**src/rtl/branch.sv**
```systemverilog
// Branch unit: decodes relative / absolute / indirect branches, evaluates the
// word / halfword zero conditions, computes the target PC and link value, and
// registers every result for a fixed one-cycle latency.
module branch (
    input  logic         clk,
    input  logic         reset,
    input  logic [0:10]  op,
    input  logic [2:0]   format,
    input  logic [0:6]   rt_addr,
    input  logic [0:127] ra,
    input  logic [0:127] rb,
    input  logic [0:127] rt_st,
    input  logic [0:17]  imm,
    input  logic         reg_write,
    input  logic [7:0]   pc_in,
    input  logic         first,
    output logic [0:127] rt_wb,
    output logic [0:6]   rt_addr_wb,
    output logic         reg_write_wb,
    output logic [7:0]   pc_wb,
    output logic         branch_taken,
    output logic         branch_kill
);

    localparam logic [2:0] FMT_RR   = 3'd0;
    localparam logic [2:0] FMT_RI16 = 3'd5;

    // RI16 opcodes live in op[2:10]
    localparam logic [8:0] OP_BR    = 9'b001100100;
    localparam logic [8:0] OP_BRA   = 9'b001100000;
    localparam logic [8:0] OP_BRSL  = 9'b001100110;
    localparam logic [8:0] OP_BRASL = 9'b001100010;
    localparam logic [8:0] OP_BRZ   = 9'b001000000;
    localparam logic [8:0] OP_BRNZ  = 9'b001000010;
    localparam logic [8:0] OP_BRHZ  = 9'b001000100;
    localparam logic [8:0] OP_BRHNZ = 9'b001000110;

    // RR opcodes use the full op[0:10]
    localparam logic [10:0] OP_BI   = 11'b00110101000;
    localparam logic [10:0] OP_BISL = 11'b00110101001;
    localparam logic [10:0] OP_BIZ  = 11'b00100101000;
    localparam logic [10:0] OP_BINZ = 11'b00100101001;

    typedef enum logic [2:0] {C_ALWAYS, C_Z, C_NZ, C_HZ, C_HNZ} cond_e;
    typedef enum logic [1:0] {T_REL, T_ABS, T_IND} tgt_e;

    logic         w_valid;
    logic         w_link;
    cond_e        w_cc;
    tgt_e         w_tk;
    logic         w_cond;
    logic         w_taken;
    logic [31:0]  w_word;
    logic [15:0]  w_half;
    logic [7:0]   w_target;
    logic [7:0]   w_link_pc;
    logic [31:0]  w_link_val;
    logic         w_unused;

    logic [0:127] r_rt_wb;
    logic [0:6]   r_rt_addr_wb;
    logic         r_reg_write_wb;
    logic [7:0]   r_pc_wb;
    logic         r_taken;
    logic         r_kill;

    assign w_word = rt_st[0:31];
    assign w_half = rt_st[16:31];

    // Only a byte of the target survives, so only imm[10:17] and ra[22:29]
    // matter; the rest of the operands are deliberately ignored.
    assign w_unused = ^{rb, ra[0:21], ra[30:127], rt_st[32:127], imm[0:9]};

    // Opcode decode: classify target kind, condition and link behaviour
    always_comb begin
        w_valid = 1'b0;
        w_link  = 1'b0;
        w_cc    = C_ALWAYS;
        w_tk    = T_REL;
        if (format == FMT_RI16) begin
            case (op[2:10])
                OP_BR:    begin w_valid = 1'b1; end
                OP_BRA:   begin w_valid = 1'b1; w_tk = T_ABS; end
                OP_BRSL:  begin w_valid = 1'b1; w_link = 1'b1; end
                OP_BRASL: begin w_valid = 1'b1; w_tk = T_ABS; w_link = 1'b1; end
                OP_BRZ:   begin w_valid = 1'b1; w_cc = C_Z; end
                OP_BRNZ:  begin w_valid = 1'b1; w_cc = C_NZ; end
                OP_BRHZ:  begin w_valid = 1'b1; w_cc = C_HZ; end
                OP_BRHNZ: begin w_valid = 1'b1; w_cc = C_HNZ; end
                default:  ;
            endcase
        end else if (format == FMT_RR) begin
            case (op)
                OP_BI:    begin w_valid = 1'b1; w_tk = T_IND; end
                OP_BISL:  begin w_valid = 1'b1; w_tk = T_IND; w_link = 1'b1; end
                OP_BIZ:   begin w_valid = 1'b1; w_tk = T_IND; w_cc = C_Z; end
                OP_BINZ:  begin w_valid = 1'b1; w_tk = T_IND; w_cc = C_NZ; end
                default:  ;
            endcase
        end
    end

    // Condition evaluation on the preferred word / halfword of rt_st
    always_comb begin
        w_cond = 1'b1;
        case (w_cc)
            C_Z:     w_cond = (w_word == 32'd0);
            C_NZ:    w_cond = (w_word != 32'd0);
            C_HZ:    w_cond = (w_half == 16'd0);
            C_HNZ:   w_cond = (w_half != 16'd0);
            default: w_cond = 1'b1;
        endcase
    end

    // Target select; relative add is 8 bits wide so it wraps mod 256 both ways
    always_comb begin
        case (w_tk)
            T_ABS:   w_target = imm[10:17];
            T_IND:   w_target = ra[22:29];
            default: w_target = pc_in + imm[10:17];
        endcase
    end

    assign w_taken    = w_valid & w_cond;
    assign w_link_pc  = pc_in + 8'd1;
    assign w_link_val = {22'd0, w_link_pc, 2'b00};

    // Output register stage; reset wins over any in-flight instruction
    always_ff @(posedge clk) begin
        if (reset) begin
            r_rt_wb        <= '0;
            r_rt_addr_wb   <= '0;
            r_reg_write_wb <= 1'b0;
            r_pc_wb        <= '0;
            r_taken        <= 1'b0;
            r_kill         <= 1'b0;
        end else begin
            r_rt_wb        <= (w_valid && w_link) ? {w_link_val, 96'd0} : '0;
            r_rt_addr_wb   <= rt_addr;
            r_reg_write_wb <= w_valid & w_link & reg_write;
            r_pc_wb        <= w_taken ? w_target : 8'd0;
            r_taken        <= w_taken;
            r_kill         <= w_taken & first;
        end
    end

    assign rt_wb        = r_rt_wb;
    assign rt_addr_wb   = r_rt_addr_wb;
    assign reg_write_wb = r_reg_write_wb;
    assign pc_wb        = r_pc_wb;
    assign branch_taken = r_taken;
    assign branch_kill  = r_kill;

endmodule

```
**config.mk**
```make
export PLATFORM = sky130hd
export DESIGN_NAME = branch
export DESIGN_NICKNAME = d
export VERILOG_FILES = /design/src/rtl/branch.sv
export SDC_FILE = /design/constraint.sdc
export NUM_CORES = 1
export LEC_CHECK = 0
export ABC_CLOCK_PERIOD_IN_PS = 4400
export CAP_MARGIN = 20
export CELL_PAD_IN_SITES_DETAIL_PLACEMENT = 1
export CELL_PAD_IN_SITES_GLOBAL_PLACEMENT = 1
export CORE_AREA = 2 2 226 228
export DETAILED_ROUTE_END_ITERATION = 12
export DIE_AREA = 0 0 228 230
export PLACE_DENSITY = 0.58
export SYNTH_ARGS = -nofsm -noshare
export SYNTH_HDL_FRONTEND = slang
export SYNTH_SLANG_ARGS = --single-unit
```
**constraint.sdc**
```tcl
create_clock -name clk -period 4.4 [get_ports clk]
set_input_delay 0.66 -clock clk [delete_from_list [all_inputs] [get_ports clk]]
set_output_delay 0.66 -clock clk [all_outputs]
set_load 0.1 [all_outputs]
```
==> results.yml, run 1 <==
yosys:
  postSynthCellCount: 288
  synth_edf_count: 0
  synth-seq-area-share_pct: 21.4
  synth_cell_types: 48
  post-synth-top-area-cell: "buf_4"
  synth_top_area_share_pct: 37.4
  synthesis.area_sq_um: 2430
  synth.area.top_cells: "buf_4, dfxtp_1, ha_1"
  synth_ff_type: "dfxtp_1"
  async_reset_ff_share_pct: 0
  synth.ff_latch_count: 26
  syn_avg_cell_area_sq_um: 8.44
  synth_warnings: 0
timing:
  max_slew_margin_pct: 28.8
  slew_viol_final: 0
  max_slew.worst_pin.slew_ns: 1.06
  hold_viol_final: 0
  fmax_ghz: 0.335
  worst_slack_ns: 1.41
  whs_ns: 0.908
  fin_setup_tns_ns: 0
  finalSetupViolations: 0
  finalCriticalPeriod_ns: 2.99
  rsz0062_at_grt: "no"
  min_period_over_period_pct: 67.9
worst_setup_path:
  critPathMaxFanout: 10
  cp-end-kind: "flip-flop"
  critPathRequiredTime_ns: 4.51
  max_stage_delay_ns: 0.77
  path_class: "input pin to flip-flop"
  crit_chain: "clkdlybuf4s50_1 > nor4b_2 > nand4_2 > nor2_1 > nor2_1 > o41ai_4 > a21oi_1"
  start_kind: "input pin"
  worst_path_max_delay_cell: "o41ai_4"
  crit_arrival_ns: 3.10
  critPathMostFrequentCell: "nor2_1"
floorplanning:
  dieHeight_microns: 230
  die_x_microns: 228
  die_area_sq_um: 52400
  row_count: 82
  initial_utilization_pct: 4.88
  core_area_sq_um: 49900
  ios: 581
grt:
  grt_max_degree: 16
  grt_pass1_vias: 2081
  antenna_found_initial: 8
  grt_remaining_overflow: 0
  track_usage_pct: 3.35
  grt_pass1_wl_mm: 13.1
pwr:
  max-vdd-ir-drop_mv: 0.112
  cellLeakagePower_uw: 0.00141
  power_density_nw_per_um2: 288
placed_design:
  pre_cts_ws_ns: 1.10
  place.detailed.hpwl_mm: 8.20
  place_area_sq_um: 3860
  gp_congestion: 0.762
  io_buffers: 106
final_layout:
  drive_gt1_share_pct: 4.31
  area_growth_pct: 63.3
  nNetsFinal: 839
  stdcell_area_sq_um: 3970
outcome:
  status: "finished, final reports clean"
detailed_routing:
  num_vias: 2068
  routed_wl_mm: 9.25
  drc: 0
  antenna_left: 0
  drt_iter0_drc: 53
  wl_per_cell_microns: 8.67
  vias_per_cell: 1.94
  first_pass_iters: 4
min_path:
  hold_class: "input pin to flip-flop"
  min_path_cells: 3
clock_tree:
  path_clk_slew_ns: 0.07
  ctsResizeCount: 0
  hold_buffers: 0
  postCtsSetupBuffers: 0
  cts_sinks: 26
  cts_root_buffer: "clkbuf_16"
  cts.path.max_buffers: 2
  cts-buffers-inserted: 3
  cts_tree: "built"
  h-tree-depth: 1
run:
  drv_cap: 0
-- layer usage --
metal | routed length (microns) | share of wire (%) | track usage (%)
met4 | 60 | 0.65 | 0.306
met5 | 44 | 0.48 | 0
met3 | 1450 | 16 | 2.15
met1 | 3590 | 39 | 3.76
met2 | 4110 | 44 | 5.53
-- sequential cells by signal, summed over array words and instances, names as in the netlist --
| signal | flops |
|---|---|
| rt_addr_wb | 7 |
| reg_write_wb | 1 |
| pc_wb | 8 |
| branch_kill | 1 |
| rt_wb | 8 |
| branch_taken | 1 |
-- cells in the mapped netlist, types with 2 or more instances --
master    number
a211oi_1       4
a21o_1         2
a21oi_1        7
a22oi_1        4
and3_1         2
buf_4        121
dfxtp_1       26
ha_1           8
inv_1          9
nand2_1        4
nand3_1        9
nand3b_1       2
nand4_1        2
nor2_1        20
nor2b_1       12
nor3_1         6
nor4_1         8
nor4b_2        2
o21a_1         3
o21ai_0        2
o31a_1         2
xnor2_1        3
xor2_1         5
-- placed cells by master (no fill, tap or decap), types with 2 or more instances in the layout --
cell type	synthesis	routed
conb_1	1	120
clkdlybuf4s50_1	0	106
nor4_1	8	8
nand4_1	2	2
ha_1	8	8
nor2_1	20	20
a21o_1	2	2
o21ai_0	2	2
and3_1	2	2
nor3_1	6	6
nand2_1	4	4
o31a_1	2	2
inv_1	9	9
nor2b_1	12	12
nand3_1	9	9
nor4b_2	2	2
dfxtp_1	26	26
a211oi_1	4	4
xnor2_1	3	3
o21a_1	3	3
xor2_1	5	5
nand3b_1	2	2
clkbuf_16	0	3
a22oi_1	4	4
a21oi_1	7	7
-- where the power goes --
group | switching [uW] | internal [uW]
logic | 534 | 98.7
registers | 0.822 | 239
clock network | 92.1 | 181
total | 626 | 519
-- path summary, 6_finish.rpt --
path,start,endpoint,slack (ns)
max,op[9],pc_wb[0]$_SDFF_PP0_,1.41
min,reg_write,reg_write_wb$_SDFF_PP0_,0.91
-- per-stage QoR --
| stage | total power (uW) | std cells | util (%) |
|---|---|---|---|
| 2_1_floorplan | 849 | 407 | - |
| 3_3_place_gp | 875 | 1062 | 7.75 |
| 3_5_place_dp | 877 | 1062 | 7.75 |
| 4_1_cts | 1160 | 1066 | 7.96 |
| 5_1_grt | 1190 | 1066 | 7.96 |
| 6_report | 1150 | 1067 | 7.96 |
-- logic make-up (layout without fill, tap and decap cells) --
| kind of cell | Yosys count | in the layout | synth area share, % |
|---|---|---|---|
| simple gates | 79 | 79 | 20.0 |
| buf+inv | 132 | 119 | 39.1 |
| other cells | 1 | 121 | 0.154 |
| mux | 1 | 1 | 0.412 |
| xor+xnor | 8 | 8 | 2.88 |
| fa+ha+maj | 9 | 9 | 4.94 |
| flops | 26 | 26 | 21.4 |
| compound gates | 32 | 32 | 11.1 |
-- critical path: cells and delay by family --
| family | cells | cell delay (ns) |
|---|---|---|
| AOI/OAI and AO/OA | 2 | 0.90 |
| buffers and inverters | 1 | 0.56 |
| and+or+nand+nor | 4 | 0.96 |
-- final cells by class --
type | count | area, sq um
Clock buffer | 3 | 75.1
Multi-Input combinational cell | 249 | 1410
Antenna cell | 1 | 2.50
Sequential cell | 26 | 520
Inverter | 9 | 33.8
Timing Repair Buffer | 106 | 1060
Fill cell | 6033 | 45900
Clock inverter | 1 | 30.0
Tap cell | 672 | 841
No activity file was read; power rests on OpenSTA's default activity.
==> run 2, diff against run 1 <==
- ABC_CLOCK_PERIOD_IN_PS: 4400 -> 3100
- clock period: 4.4 -> 3.1 ns (I/O delays scaled with it)
==> run 2 against run 1 <==
Combinational power increased by 43%. Clock-buffer cell count is the same. Via count grew 1.2%. Largest power group unchanged.
==> results.yml, run 2 (synthesis results as in run 1) <==
detailed_routing:
  wl_per_cell_microns: 8.63
  first_pass_iters: 3
  drt_iter0_drc: 34
  drc: 0
  vias_per_cell: 1.95
  num_vias: 2092
  wl_met2_mm: 4.11
  route.top_layer_used: "met5"
  antenna_left: 0
  routed_wl_mm: 9.27
  wl_met1_mm: 3.78
  wl_met3_mm: 1.26
grt:
  track_usage_pct: 3.37
  grt_pass1_wl_mm: 13.3
  grt_pass1_vias: 2065
  antenna_found_initial: 6
  grt_remaining_overflow: 0
  grt_max_degree: 16
floorplanning:
  ios: 581
  dieHeight_microns: 230
  core_area_sq_um: 49900
  die_area_sq_um: 52400
  die_x_microns: 228
  initial_utilization_pct: 4.88
  row_count: 82
placed_design:
  io_buffers: 106
  gp_congestion: 0.776
  place.detailed.hpwl_mm: 8.37
  place_area_sq_um: 3870
final_layout:
  fill_cells: 6050
  nNetsFinal: 848
  regArea_sq_um: 520
  multiInputGateArea_sq_um: 1410
  diodes: 0
  fin_util_pct: 7.97
  final_common_cell: "conb_1"
  stdcell_area_sq_um: 3970
  area_growth_pct: 63.4
  drive_gt1_share_pct: 12.7
  layout_common_cells: "conb_1, clkdlybuf4s50_1, buf_4"
worst_setup_path:
  max_stage_delay_ns: 0.58
  crit_chain: "clkdlybuf4s50_1 > ha_1 > inv_1 > fa_1 > nor2b_1 > o31a_1 > o21a_1 > nor3_1 > o31a_1 > nor3_1"
  cp-end-kind: "flip-flop"
  cp_top_family: "buffers and inverters"
  critPathRequiredTime_ns: 3.29
  crit_arrival_ns: 2.71
  start_kind: "input pin"
  critPathBufInv: 2
  critPathMaxFanout: 3
  path_class: "input pin to flip-flop"
  worst_path_max_delay_cell: "clkdlybuf4s50_1"
clock_tree:
  cts_sinks: 26
  hold_buffers: 0
  postCtsSetupBuffers: 0
  path_clk_slew_ns: 0.07
  h-tree-depth: 1
  ctsResizeCount: 0
  cts.path.max_buffers: 2
  cts_root_buffer: "clkbuf_16"
  cts-buffers-inserted: 3
  cts_tree: "built"
outcome:
  status: "finished, final reports clean"
timing:
  whs_ns: 0.716
  finalSetupViolations: 0
  fin_setup_tns_ns: 0
  finalCriticalPeriod_ns: 2.52
  rsz0062_at_grt: "no"
  max_slew_margin_pct: 35.4
  slew_viol_final: 0
  fmax_ghz: 0.397
  hold_viol_final: 0
  max_slew.worst_pin.slew_ns: 0.966
  min_period_over_period_pct: 81.3
pwr:
  max-vdd-ir-drop_mv: 0.161
  power_density_nw_per_um2: 411
  finalPower_uw: 1630
  cellLeakagePower_uw: 0.00150
run:
  drv_cap: 0
min_path:
  hold_class: "input pin to flip-flop"
-- run 2: cell types whose count changed in the layout (fill, tap and decap cells not counted) --
cell,previous run,this run
buf_4,0,34
clkdlybuf4s50_1,106,81
diode_2,1,0
-- run 2: final timing paths --
check | slack, ns | cells after the start | from | endpoint
worst max-delay path | 0.58 | 10 | pc_in[0] | pc_wb[6]$_SDFF_PP0_
worst min-delay path | 0.72 | 3 | reg_write | reg_write_wb$_SDFF_PP0_
-- run 2: per-layer routing --
layer	up-vias	global-route usage, %
li1	964	-
met1	929	3.96
met2	177	5.61
met3	16	1.76
met4	6	0.368
met5	-	0
-- run 2: cell type report --
| type | instances | area share, % |
|---|---|---|
| Clock inverter | 1 | 0.756 |
| Tap cell | 672 | 21.2 |
| Timing Repair Buffer | 115 | 26.8 |
| Sequential cell | 26 | 13.1 |
| Multi-Input combinational cell | 249 | 35.4 |
| Clock buffer | 3 | 1.89 |
| Inverter | 9 | 0.850 |
-- run 2: stage by stage --
stage	setup slack, ns	std cells
after CTS	0.538	1075
after global routing	0.378	1075
after floorplan	1.02	407
after global placement	0.270	1071
after detailed placement	0.251	1071
final	0.579	1075
-- run 2: power breakdown --
group	leakage (uW)	total [uW]	switching, uW	internal [uW]
clock	0.0000511	386	128	257
combinational	0.00124	905	758	147
sequential	0.000211	340	1.19	339
total	0.00150	1630	887	743
==> run 3, diff against run 2 <==
- ABC_CLOCK_PERIOD_IN_PS: 3100 -> 2600
- clock period: 3.1 -> 2.6 ns (I/O delays scaled with it)
==> run 3 against run 2 <==
Clock-buffer cell count did not move. Setup slack worse by 0.38 ns. Core utilization rose by 0.29 points. Routed wire length increased by 2.6%. Non-clock buffer count grew 17. First-iteration DRC count down 15%. Die area did not move.
==> results.yml, run 3 (synthesis results as in run 1) <==
grt:
  track_usage_pct: 3.37
  grt_pass1_vias: 2193
  grt_pass1_wl_mm: 13.2
  grt_remaining_overflow: 0
  antenna_found_initial: 7
  grt_max_degree: 16
detailed_routing:
  num_vias: 2169
  first_pass_iters: 6
  routed_wl_mm: 9.51
  antenna_left: 0
  drc: 0
  wl_per_cell_microns: 8.71
  vias_per_cell: 1.99
  drt_iter0_drc: 29
final_layout:
  layout_common_cells: "conb_1, clkdlybuf4s50_1, buf_4"
  nNetsFinal: 865
  final_common_cell: "conb_1"
  diodes: 0
  area_growth_pct: 69.4
  drive_gt1_share_pct: 16.7
floorplanning:
  die_area_sq_um: 52400
  initial_utilization_pct: 4.88
  ios: 581
  core_area_sq_um: 49900
  dieHeight_microns: 230
  row_count: 82
  die_x_microns: 228
placed_design:
  io_buffers: 106
  pre_cts_ws_ns: -0.281
  place.detailed.hpwl_mm: 8.56
  gp_congestion: 0.759
worst_setup_path:
  path_class: "input pin to flip-flop"
  critPathRequiredTime_ns: 2.78
  startpoint: "pc_in[0]"
  cp-end-kind: "flip-flop"
  start_kind: "input pin"
  crit_arrival_ns: 2.59
  critPathMaxFanout: 2
clock_tree:
  hold_buffers: 0
  cts-buffers-inserted: 3
  cts_tree: "built"
  h-tree-depth: 1
  cts_sinks: 26
  cts_root_buffer: "clkbuf_16"
  cts.path.max_buffers: 2
  path_clk_slew_ns: 0.07
timing:
  finalCriticalPeriod_ns: 2.40
  slew_viol_final: 0
  fin_setup_tns_ns: 0
  worst_slack_ns: 0.198
  fmax_ghz: 0.416
  min_period_over_period_pct: 92.4
  finalSetupViolations: 0
  rsz0062_at_grt: "no"
  hold_viol_final: 0
min_path:
  worstHoldStart: "reg_write"
  hold_class: "input pin to flip-flop"
pwr:
  max-vdd-ir-drop_mv: 0.198
  power_density_nw_per_um2: 481
  cellLeakagePower_uw: 0.00159
run:
  drv_cap: 0
outcome:
  status: "finished, final reports clean"
## run 3: cell types whose count changed in the layout (fill, tap and decap cells not counted)
cell             change
o311ai_0             -1
clkdlybuf4s50_1      -1
buf_4               +17
buf_12               +1
o311ai_2             +1
## run 3: per-stage QoR
step | utilization (%) | hold slack (ns) | power [uW] | instance area (sq um) | std cells
floorplan | - | 0.462 | 1440 | 2880 | 407
global placement | 8.03 | 0.886 | 1520 | 4010 | 1088
detailed placement | 8.03 | 0.887 | 1520 | 4010 | 1088
CTS | 8.24 | 0.631 | 2010 | 4110 | 1092
global route | 8.26 | 0.650 | 2060 | 4120 | 1092
finish | 8.26 | 0.640 | 1980 | 4120 | 1092
## run 3: metal layers
metal	global-route usage, %	part of all wire (%)
met5	0	0.48
met4	0.368	0.89
met3	1.72	13
met2	5.66	44
met1	3.93	42
## run 3: repair_timing
action	in CTS	in global routing
endpoints found under the hold margin	0	0
resized for setup	0	2
buffers inserted	0	0
setup endpoints to repair	0	1
## run 3: critical path, stage by stage
cell and delay (ns):
clkdlybuf4s50_1 0.51, ha_1 0.20, inv_1 0.06, fa_1 0.38, nor2b_1 0.17, o31a_1 0.18, o21a_1 0.15, nor3_1 0.05
o31a_1 0.29, nor3_1 0.21
## run 3: layout make-up
| type | instances | area [sq um] |
|---|---|---|
| Fill cell | 6030 | 45700 |
| Sequential cell | 26 | 520 |
| Clock buffer | 3 | 75.1 |
| Timing Repair Buffer | 132 | 1200 |
| Clock inverter | 1 | 30.0 |
| Multi-Input combinational cell | 249 | 1410 |
| Inverter | 9 | 33.8 |
| Tap cell | 672 | 841 |
## run 3: where the power goes
| part | leakage, uW | internal, uW | switching, uW | total [uW] |
|---|---|---|---|---|
| logic | 0.00132 | 198 | 913 | 1110 |
| registers | 0.000211 | 404 | 1.40 | 405 |
| clock network | 0.0000511 | 307 | 157 | 464 |
## run 3: path summary, 6_finish.rpt
check	end	slack, ns	cells after the start
max	pc_wb[6]$_SDFF_PP0_	0.20	10
min	reg_write_wb$_SDFF_PP0_	0.64	3
